### config.mk
export PLATFORM = sky130hd
export DESIGN_NAME = seg_p2s_shifter
export DESIGN_NICKNAME = d
export VERILOG_FILES = /design/src/rtl/seg_p2s_shifter.sv
export SDC_FILE = /design/constraint.sdc
export NUM_CORES = 1
export LEC_CHECK = 0
export BUFFER_PORTS_ARGS = -buffer_cell sky130_fd_sc_hd__buf_2
export CORE_AREA = 8 8 88 97
export CTS_CLUSTER_DIAMETER = 150
export DETAILED_ROUTE_END_ITERATION = 12
export DIE_AREA = 0 0 96 105
export MAX_ROUTING_LAYER = met4
export PLACE_DENSITY_LB_ADDON = 0.12
export SLEW_MARGIN = 0
export SYNTH_ARGS = -nofsm -noshare
export SYNTH_HDL_FRONTEND = slang
export SYNTH_SLANG_ARGS = --single-unit
export TNS_END_PERCENT = 100
### constraint.sdc
create_clock -name clk -period 1.6 [get_ports clk]
set_input_delay 0.16 -clock clk [delete_from_list [all_inputs] [get_ports clk]]
set_output_delay 0.16 -clock clk [all_outputs]
set_load 0.1 [all_outputs]
### src/rtl/seg_p2s_shifter.sv
// Parallel-to-serial shifter for the display word.
// Clocks the word MSB-first into a serial chain, then strobes the latch.
module seg_p2s_shifter #(
  parameter int DATA_W  = 64,
  parameter int CLK_DIV = 2
) (
  input  logic              clk,
  input  logic              rst,
  input  logic              start,
  input  logic [DATA_W-1:0] data_in,
  output logic              busy,
  output logic              done,
  output logic              s_clk,
  output logic              s_data,
  output logic              s_latch
);

  localparam int DW = (CLK_DIV > 1) ? $clog2(CLK_DIV) : 1;
  localparam int BW = $clog2(DATA_W) + 1;
  localparam logic [DW-1:0] DIV_LAST = DW'(CLK_DIV - 1);
  localparam logic [BW-1:0] BIT_LAST = BW'(DATA_W - 1);

  typedef enum logic [1:0] {
    IDLE,
    SHIFT,
    LATCH,
    DONE
  } state_t;

  state_t            state;
  logic [DATA_W-1:0] shreg;
  logic [BW-1:0]     bit_cnt;
  logic [DW-1:0]     div_cnt;
  logic              div_end;

  assign div_end = (div_cnt == DIV_LAST);
  assign s_data  = shreg[DATA_W-1];

  always_ff @(posedge clk) begin
    if (rst) begin
      state   <= IDLE;
      shreg   <= '0;
      bit_cnt <= '0;
      div_cnt <= '0;
      busy    <= 1'b0;
      done    <= 1'b0;
      s_clk   <= 1'b0;
      s_latch <= 1'b0;
    end else begin
      unique case (state)
        IDLE: begin
          busy    <= 1'b0;
          done    <= 1'b0;
          s_clk   <= 1'b0;
          s_latch <= 1'b0;
          if (start) begin
            shreg   <= data_in;
            bit_cnt <= '0;
            div_cnt <= '0;
            busy    <= 1'b1;
            state   <= SHIFT;
          end
        end
        SHIFT: begin
          if (!div_end) begin
            div_cnt <= div_cnt + 1'b1;
          end else begin
            div_cnt <= '0;
            if (!s_clk) begin
              s_clk <= 1'b1;
            end else begin
              // end of high phase: advance to the next bit
              s_clk   <= 1'b0;
              shreg   <= {shreg[DATA_W-2:0], 1'b0};
              bit_cnt <= bit_cnt + 1'b1;
              if (bit_cnt == BIT_LAST) begin
                s_latch <= 1'b1;
                state   <= LATCH;
              end
            end
          end
        end
        LATCH: begin
          if (!div_end) begin
            div_cnt <= div_cnt + 1'b1;
          end else begin
            div_cnt <= '0;
            s_latch <= 1'b0;
            busy    <= 1'b0;
            done    <= 1'b1;
            state   <= DONE;
          end
        end
        DONE: begin
          done  <= 1'b0;
          state <= IDLE;
        end
        default: state <= IDLE;
      endcase
    end
  end

endmodule

Word level (Yosys, flattened, before mapping) --
Index checks and enable logic that the tools add are counted.
Storage, ports and cells: register bits 78, input port bits 67, output and inout port bits 5, logic and storage cells 63
Operators by class: $add $sub $neg 2, equal/unequal tests 9, mux-type cells 29, reduce and logical (&&, ||, !) cells 15
Operator list (number):
- two-way mux 64 bit | 3
- one-hot mux 64 bit (2 select lines) | 1
- two-way mux 7 bit | 3
- one-hot mux 7 bit (2 select lines) | 1
- two-way mux 1 bit | 10
- two-way mux 2 bit | 5
- inequality test 2 bit (second input constant) | 5
- AND reduction 5 bit | 2
- one-hot mux 1 bit (2 select lines) | 4
- one-hot mux 2 bit (4 select lines) | 1
- AND reduction 2 bit | 4
- nonzero test 2 bit | 4
- adder 7 x 1 -> 7 bit (second input constant) | 1
- equality test 7 x 6 -> 1 bit (second input constant) | 1
- equality test 2 bit (second input constant) | 2
- AND reduction 4 bit | 1
- OR reduction 2 bit | 2
- one-hot mux 1 bit (3 select lines) | 1
- nonzero test 3 bit | 1
- equality test 2 x 1 -> 1 bit (second input constant) | 1
- zero test 2 bit | 1
- adder 1 bit (second input constant) | 1

Depth between registers and ports, before layout --
depth after elaboration 5, gate-level depth with buffers 8, mapped depth without buffers 6

Worst setup path after synthesis --
Ideal clock, no wire load.
path kind register to register, from register s_clk, to register shreg[4], setup time 128 ps, arrival 2021 ps, data required time 1472 ps, path slack -549 ps, stages on the path, launching flop included 7, path buffers 2, period minus slack after synthesis 2149 ps, path through dfxtp_1 -> and3_1 -> o21ai_2 -> buf_6 -> buf_6 -> a222oi_1 -> nor2_1
Between the ends: word-level cells in the longest chain between the ends 2
Ends and longest elaborated chain:
- start: declaration | RTL line 13 | output logic s_clk,
- start signal: assignment | RTL line 47 | s_clk <= 1'b0;
- start signal: assignment | RTL line 54 | s_clk <= 1'b0;
- start signal: assignment | RTL line 70 | s_clk <= 1'b1;
- inequality test 2 bit (no line)
- AND reduction 4 bit (no line)
- end signal: assignment | RTL line 57 | shreg <= data_in;
- end signal: assignment | RTL line 74 | shreg <= {shreg[DATA_W-2:0], 1'b0};
- end: declaration | RTL line 31 | logic [DATA_W-1:0] shreg;
Every way passes these cells. A chain may end at the register's enable or synchronous reset.

Worst setup path after layout --
from register state[1], to register shreg[1]
Between the ends: word-level cells in the longest chain between the ends 3, elaborated cells between the ends (all ways) 8, classes of those cells 4 x eq/ne; 1 x mux; 3 x reduce/logical
Ends and longest elaborated chain:
- start: declaration | RTL line 30 | state_t state;
- start signal: assignment | RTL line 41 | state <= IDLE;
- start signal: assignment | RTL line 61 | state <= SHIFT;
- start signal: assignment | RTL line 78 | state <= LATCH;
- equality test 2 x 1 -> 1 bit or zero test 2 bit (tied branches) | RTL line 50 | unique case (state)
- inequality test 2 bit (no line) or nonzero test 2 bit (tied branches)
- AND reduction 4 bit (no line)
Several ways; a longest one is shown, not always the timed one.

==> report_table.html <==
<table>
<tr><th>Metric</th><th>Value</th></tr>
<tr><th colspan="2">Global route</th></tr>
<tr><td>Met1 Usage GRT</td><td>21.0%</td></tr>
<tr><td>Wire length of the first global-routing pass</td><td>13.1 mm</td></tr>
<tr><td>Initial antenna violation count</td><td>0</td></tr>
<tr><td>Layer with the highest usage after global routing</td><td>met2</td></tr>
<tr><td>Total routing resource utilization after global routing</td><td>16.4%</td></tr>
<tr><td>Maximum number of pins on one net before global-route repair</td><td>41</td></tr>
<tr><td>Met2 Resource Use GR</td><td>24.1%</td></tr>
<tr><td>Fraction of met3 tracks used by global routing</td><td>4.08%</td></tr>
<tr><td>Remaining global-route overflow</td><td>0</td></tr>
<tr><td>Number of global-route vias before repair</td><td>2857</td></tr>
<tr><th colspan="2">Run status</th></tr>
<tr><td>Violations in the final reports</td><td>negative setup slack</td></tr>
<tr><td>Status</td><td>complete, but fails checks</td></tr>
<tr><th colspan="2">Logic synthesis</th></tr>
<tr><td>Synthesized area divided by synthesized cell count</td><td>9.74 um2</td></tr>
<tr><td>Synthesized-area fraction occupied by and/or/nand/nor cells</td><td>14.2%</td></tr>
<tr><td>Number of distinct standard cells referenced by the synthesized netlist</td><td>38</td></tr>
<tr><td>Mux share of post-synthesis cell area</td><td>6.23%</td></tr>
<tr><td>Number of cells produced by synthesis</td><td>330</td></tr>
<tr><td>Main combinational cell family by area after synthesis</td><td>compound AO/OA/AOI/OAI gates</td></tr>
<tr><td>Share of the synthesized area in compound gates (AO/OA/AOI/OAI)</td><td>23.2%</td></tr>
<tr><td>Post-synthesis sequential element count</td><td>78</td></tr>
<tr><td>Sequential area share after synthesis</td><td>48.6%</td></tr>
<tr><td>Post-Synth XOR/XNOR Area</td><td>1.09%</td></tr>
<tr><td>Synthesized-area fraction occupied by adder cells</td><td>1.95%</td></tr>
<tr><td>Cell Area, Synth</td><td>0.00322 mm2</td></tr>
<tr><td>Post-synth net total</td><td>402</td></tr>
<tr><td>Yosys synthesis warning count</td><td>0</td></tr>
<tr><th colspan="2">Drt</th></tr>
<tr><td>Remaining antenna violation count after routing</td><td>0</td></tr>
<tr><td>Aggregate routed wire length</td><td>8.60 mm</td></tr>
<tr><td>DRC Markers</td><td>0</td></tr>
<tr><td>Detailed-route wire length per cell</td><td>16.8 um</td></tr>
<tr><td>Number of vias per cell</td><td>5.87</td></tr>
<tr><td>Via total after detailed routing</td><td>3000</td></tr>
<tr><td>Count of routing violations after the opening detailed-route iteration</td><td>323</td></tr>
<tr><td>DR pass1 iterations</td><td>10</td></tr>
<tr><th colspan="2">Die</th></tr>
<tr><td>Number of primary I/O pins</td><td>72</td></tr>
<tr><td>Core region area</td><td>0.00693 mm2</td></tr>
<tr><td>Overall die width</td><td>96 um</td></tr>
<tr><td>Starting density of the core</td><td>46.4%</td></tr>
<tr><td>Number of placement rows</td><td>32</td></tr>
<tr><td>Y dimension of the die</td><td>105 um</td></tr>
<tr><td>Die Outline Area</td><td>0.0101 mm2</td></tr>
<tr><th colspan="2">CTS</th></tr>
<tr><td>Source-to-sink clock delay at the later pin of the worst-skew pair</td><td>0.35 ns</td></tr>
<tr><td>Clock tree from TritonCTS</td><td>built</td></tr>
<tr><td>Clock-pin transition on the worst setup and hold timing paths</td><td>0.08 ns</td></tr>
<tr><td>Number of sinks handled by clock tree synthesis</td><td>78</td></tr>
<tr><td>Clk Tree Root Cell</td><td>clkbuf_8</td></tr>
<tr><td>Total clock buffers created by CTS</td><td>9</td></tr>
<tr><td>Maximum clock path buffer count</td><td>2</td></tr>
<tr><td>Total of hold buffers inserted after clock tree synthesis</td><td>0</td></tr>
<tr><td>Count of H-tree levels built during CTS</td><td>3</td></tr>
<tr><th colspan="2">Place</th></tr>
<tr><td>Count of port buffers added during placement</td><td>71</td></tr>
<tr><td>Cells after DPL</td><td>486</td></tr>
<tr><td>Half-perimeter wire length of the detailed placement result</td><td>5.48 mm</td></tr>
<tr><td>Global placement routability congestion</td><td>0.797</td></tr>
<tr><th colspan="2">Pwr</th></tr>
<tr><td>Internal power</td><td>0.00533 W</td></tr>
<tr><td>Standby leakage power</td><td>1.77 nW</td></tr>
<tr><td>Tot Pwr</td><td>0.00843 W</td></tr>
<tr><td>Part of the power in combinational logic</td><td>48.1%</td></tr>
<tr><td>Worst supply voltage drop on vdd</td><td>0.00103 V</td></tr>
<tr><td>Switch share</td><td>36.8%</td></tr>
<tr><td>Switch Pwr</td><td>0.00310 W</td></tr>
<tr><td>Sequential group share of total power</td><td>33.8%</td></tr>
<tr><td>Clk network pwr share</td><td>18.1%</td></tr>
<tr><td>Pwr per Cell Area</td><td>1900 mW/mm2</td></tr>
<tr><th colspan="2">Min path</th></tr>
<tr><td>Worst hold path type</td><td>in -&gt; reg</td></tr>
<tr><td>Startpoint of the worst hold path</td><td>data_in[42]</td></tr>
<tr><th colspan="2">Worst setup path</th></tr>
<tr><td>Data arrival time of the critical path</td><td>1.89 ns</td></tr>
<tr><td>CP max FO</td><td>11</td></tr>
<tr><td>Slowest library cell on the worst path</td><td>dfxtp_2</td></tr>
<tr><td>Critical R2R Launch</td><td>state[1]</td></tr>
<tr><td>Critical path class</td><td>reg -&gt; reg</td></tr>
<tr><td>Largest incremental delay on the critical path</td><td>0.33 ns</td></tr>
<tr><td>CP cell instances</td><td>inv_2 -&gt; buf_6 -&gt; ha_4 -&gt; nor2b_4 -&gt; nor2_4 -&gt; clkbuf_16 -&gt; a222oi_1 -&gt; nor2_1</td></tr>
<tr><td>Required time worst endpoint</td><td>1.83 ns</td></tr>
<tr><td>Origin of the worst setup path</td><td>state[1]</td></tr>
<tr><td>Crit. End Element</td><td>flip-flop</td></tr>
<tr><td>Critical Path Start Type</td><td>flip-flop</td></tr>
<tr><th colspan="2">Cells and area</th></tr>
<tr><td>Most common cell after layout, fill and taps aside</td><td>dfxtp_1</td></tr>
<tr><td>Ant diodes</td><td>0</td></tr>
<tr><td>Synth-to-layout area growth</td><td>38.1%</td></tr>
<tr><td>Most frequent cells in the layout</td><td>74 x dfxtp_1, 71 x buf_2, 61 x nor2_1, 43 x a222oi_1, 20 x mux2i_1</td></tr>
<tr><td>Area occupied by multi-input gates</td><td>0.00169 mm2</td></tr>
<tr><td>Final Net Count</td><td>493</td></tr>
<tr><td>Final-layout fill cell count</td><td>579</td></tr>
<tr><td>Footprint of the flip-flops and latches</td><td>0.00157 mm2</td></tr>
<tr><td>Fraction of layout instances using a drive strength above 1</td><td>39.9%</td></tr>
<tr><td>Number of standard cells in the layout, taps in and fillers out</td><td>511</td></tr>
<tr><th colspan="2">Timing</th></tr>
<tr><td>Setup repair after global routing missed its margin</td><td>true</td></tr>
<tr><td>Min Tclk post-route</td><td>1.66 ns</td></tr>
<tr><td>Hold violation count in the final report</td><td>0</td></tr>
<tr><td>Achievable clock frequency</td><td>604 MHz</td></tr>
<tr><td>Clock skew</td><td>0.0127 ns</td></tr>
<tr><td>Max Slew Vio Count</td><td>0</td></tr>
<tr><td>Setup violation total in the final timing report</td><td>42</td></tr>
<tr><td>Slack of the critical path</td><td>-0.0564 ns</td></tr>
<tr><td>Final Cycle Share</td><td>104%</td></tr>
<tr><td>Rel. slew slack</td><td>67.8%</td></tr>
<tr><td>Slew at the pin closest to its max-slew limit</td><td>0.483 ns</td></tr>
<tr><th colspan="2">Flow run</th></tr>
<tr><td>Max-cap violations</td><td>0</td></tr>
</table>
synth_stat cells:
cell type | n | share of area, %
nand3_1 | 4 | 0.62
and4_1 | 1 | 0.27
buf_4 | 1 | 0.23
buf_1 | 2 | 0.23
a222oi_1 | 43 | 13
o21ai_2 | 1 | 0.27
buf_6 | 3 | 1.1
xnor2_1 | 2 | 0.54
and3_1 | 1 | 0.19
a21o_1 | 2 | 0.47
nor3_1 | 4 | 0.62
o31ai_1 | 2 | 0.47
nor3b_1 | 1 | 0.23
a21oi_2 | 1 | 0.27
ha_1 | 5 | 1.9
nor2_2 | 1 | 0.19
or4_1 | 1 | 0.23
mux2i_1 | 20 | 6.2
nor2_1 | 74 | 8.6
clkbuf_1 | 15 | 1.8
nand4b_1 | 2 | 0.54
buf_2 | 8 | 1.2
o211ai_1 | 1 | 0.23
or2_2 | 2 | 0.39
a21oi_1 | 10 | 1.6
or4b_1 | 1 | 0.31
a211oi_1 | 24 | 5.6
dfxtp_1 | 78 | 49
nand3_2 | 1 | 0.31
xor2_1 | 2 | 0.54
o21ai_1 | 1 | 0.16
a22oi_1 | 2 | 0.47
nand3b_1 | 1 | 0.23
nand2b_1 | 2 | 0.39
inv_1 | 2 | 0.23
o21ai_0 | 2 | 0.31
nand2_1 | 4 | 0.47
nor2b_1 | 3 | 0.58
area by class of cell:
| class | count | area share, % |
|---|---|---|
| clock buffers | 11 | 3.41 |
| well taps | 85 | 2.39 |
| inverters | 2 | 0.169 |
| clock inverters | 5 | 1.27 |
| multi-input cells | 221 | 38.1 |
| repair buffers | 109 | 19.2 |
| flip-flops and latches | 78 | 35.4 |
repair_timing:
item | CTS | global route
resized for setup | 18 | 30
pin swaps | 7 | 26
gates cloned | 0 | 6
buffers inserted | 1 | 2
setup endpoints to repair | 72 | 70
critical path: cells and delay by family, from the launching register on:
kind / cells / cell delay [ns]
DFF: 1 / 0.33
and+or+nand+nor: 3 / 0.45
AOI/OAI and AO/OA: 1 / 0.24
adders and majority gates: 1 / 0.15
buffers and inverters: 3 / 0.36
metal layers:
layer  share of wire, %  wire length (um)  vias up
li1                   -                 -     1449
met1                 45              3840     1446
met2                 49              4250       98
met3                5.2               443        7
met4               0.73                63        0
met5                  0                 0        -
power by group through the flow:
stage | registers, W | clock network (W) | logic, W
6_report | 0.00285 | 0.00153 | 0.00405
2_1_floorplan | 0.00289 | 0 | 0.00214
4_1_cts | 0.00281 | 0.00156 | 0.00334
5_1_grt | 0.00291 | 0.00165 | 0.00437
3_5_place_dp | 0.00284 | 0 | 0.00313
3_3_place_gp | 0.00282 | 0 | 0.00308
path summary, 6_finish.rpt:
kind	to	slack [ns]	cells past startpoint
worst max-delay path	shreg[1]	-0.06	8
worst min-delay path	shreg[42]	0.07	3
worst max register to register	shreg[1]	-0.06	8
worst min register to register	busy	0.48	2
sequential cells by signal (all words and copies together), names as in the netlist:
name and flops:
done 1, state 2, shreg 64, s_latch 1
busy 1, s_clk 1, bit_cnt 7, div_cnt 1
through the flow:
stage | hold slack, ns | area, um2 | worst slack [ns] | utilization (%) | setup TNS, ns
2_1_floorplan | 0.326 | 3230 | -0.0242 | - | -1.23
3_3_place_gp | 0.415 | 3880 | -0.177 | 56.0 | -8.98
5_1_grt | 0.0616 | 4440 | -0.164 | 64.1 | -6.11
4_1_cts | 0.0571 | 4180 | -0.0345 | 60.3 | -0.323
6_report | 0.0691 | 4440 | -0.0564 | 64.1 | -1.05
3_5_place_dp | 0.421 | 3880 | -0.232 | 56.0 | -11.46
cells by family (layout without fill, tap and decap cells):
kind of cell | count (synthesis) | count (layout)
adder cells (fa/ha/maj) | 5 | 5
XOR/XNOR | 4 | 4
AO/OA/AOI/OAI | 89 | 89
AND/OR/NAND/NOR | 103 | 103
multiplexers | 20 | 20
flip-flops | 78 | 78
buffers and inverters | 31 | 127
Note: power is estimated with default switching activity, not from simulation.
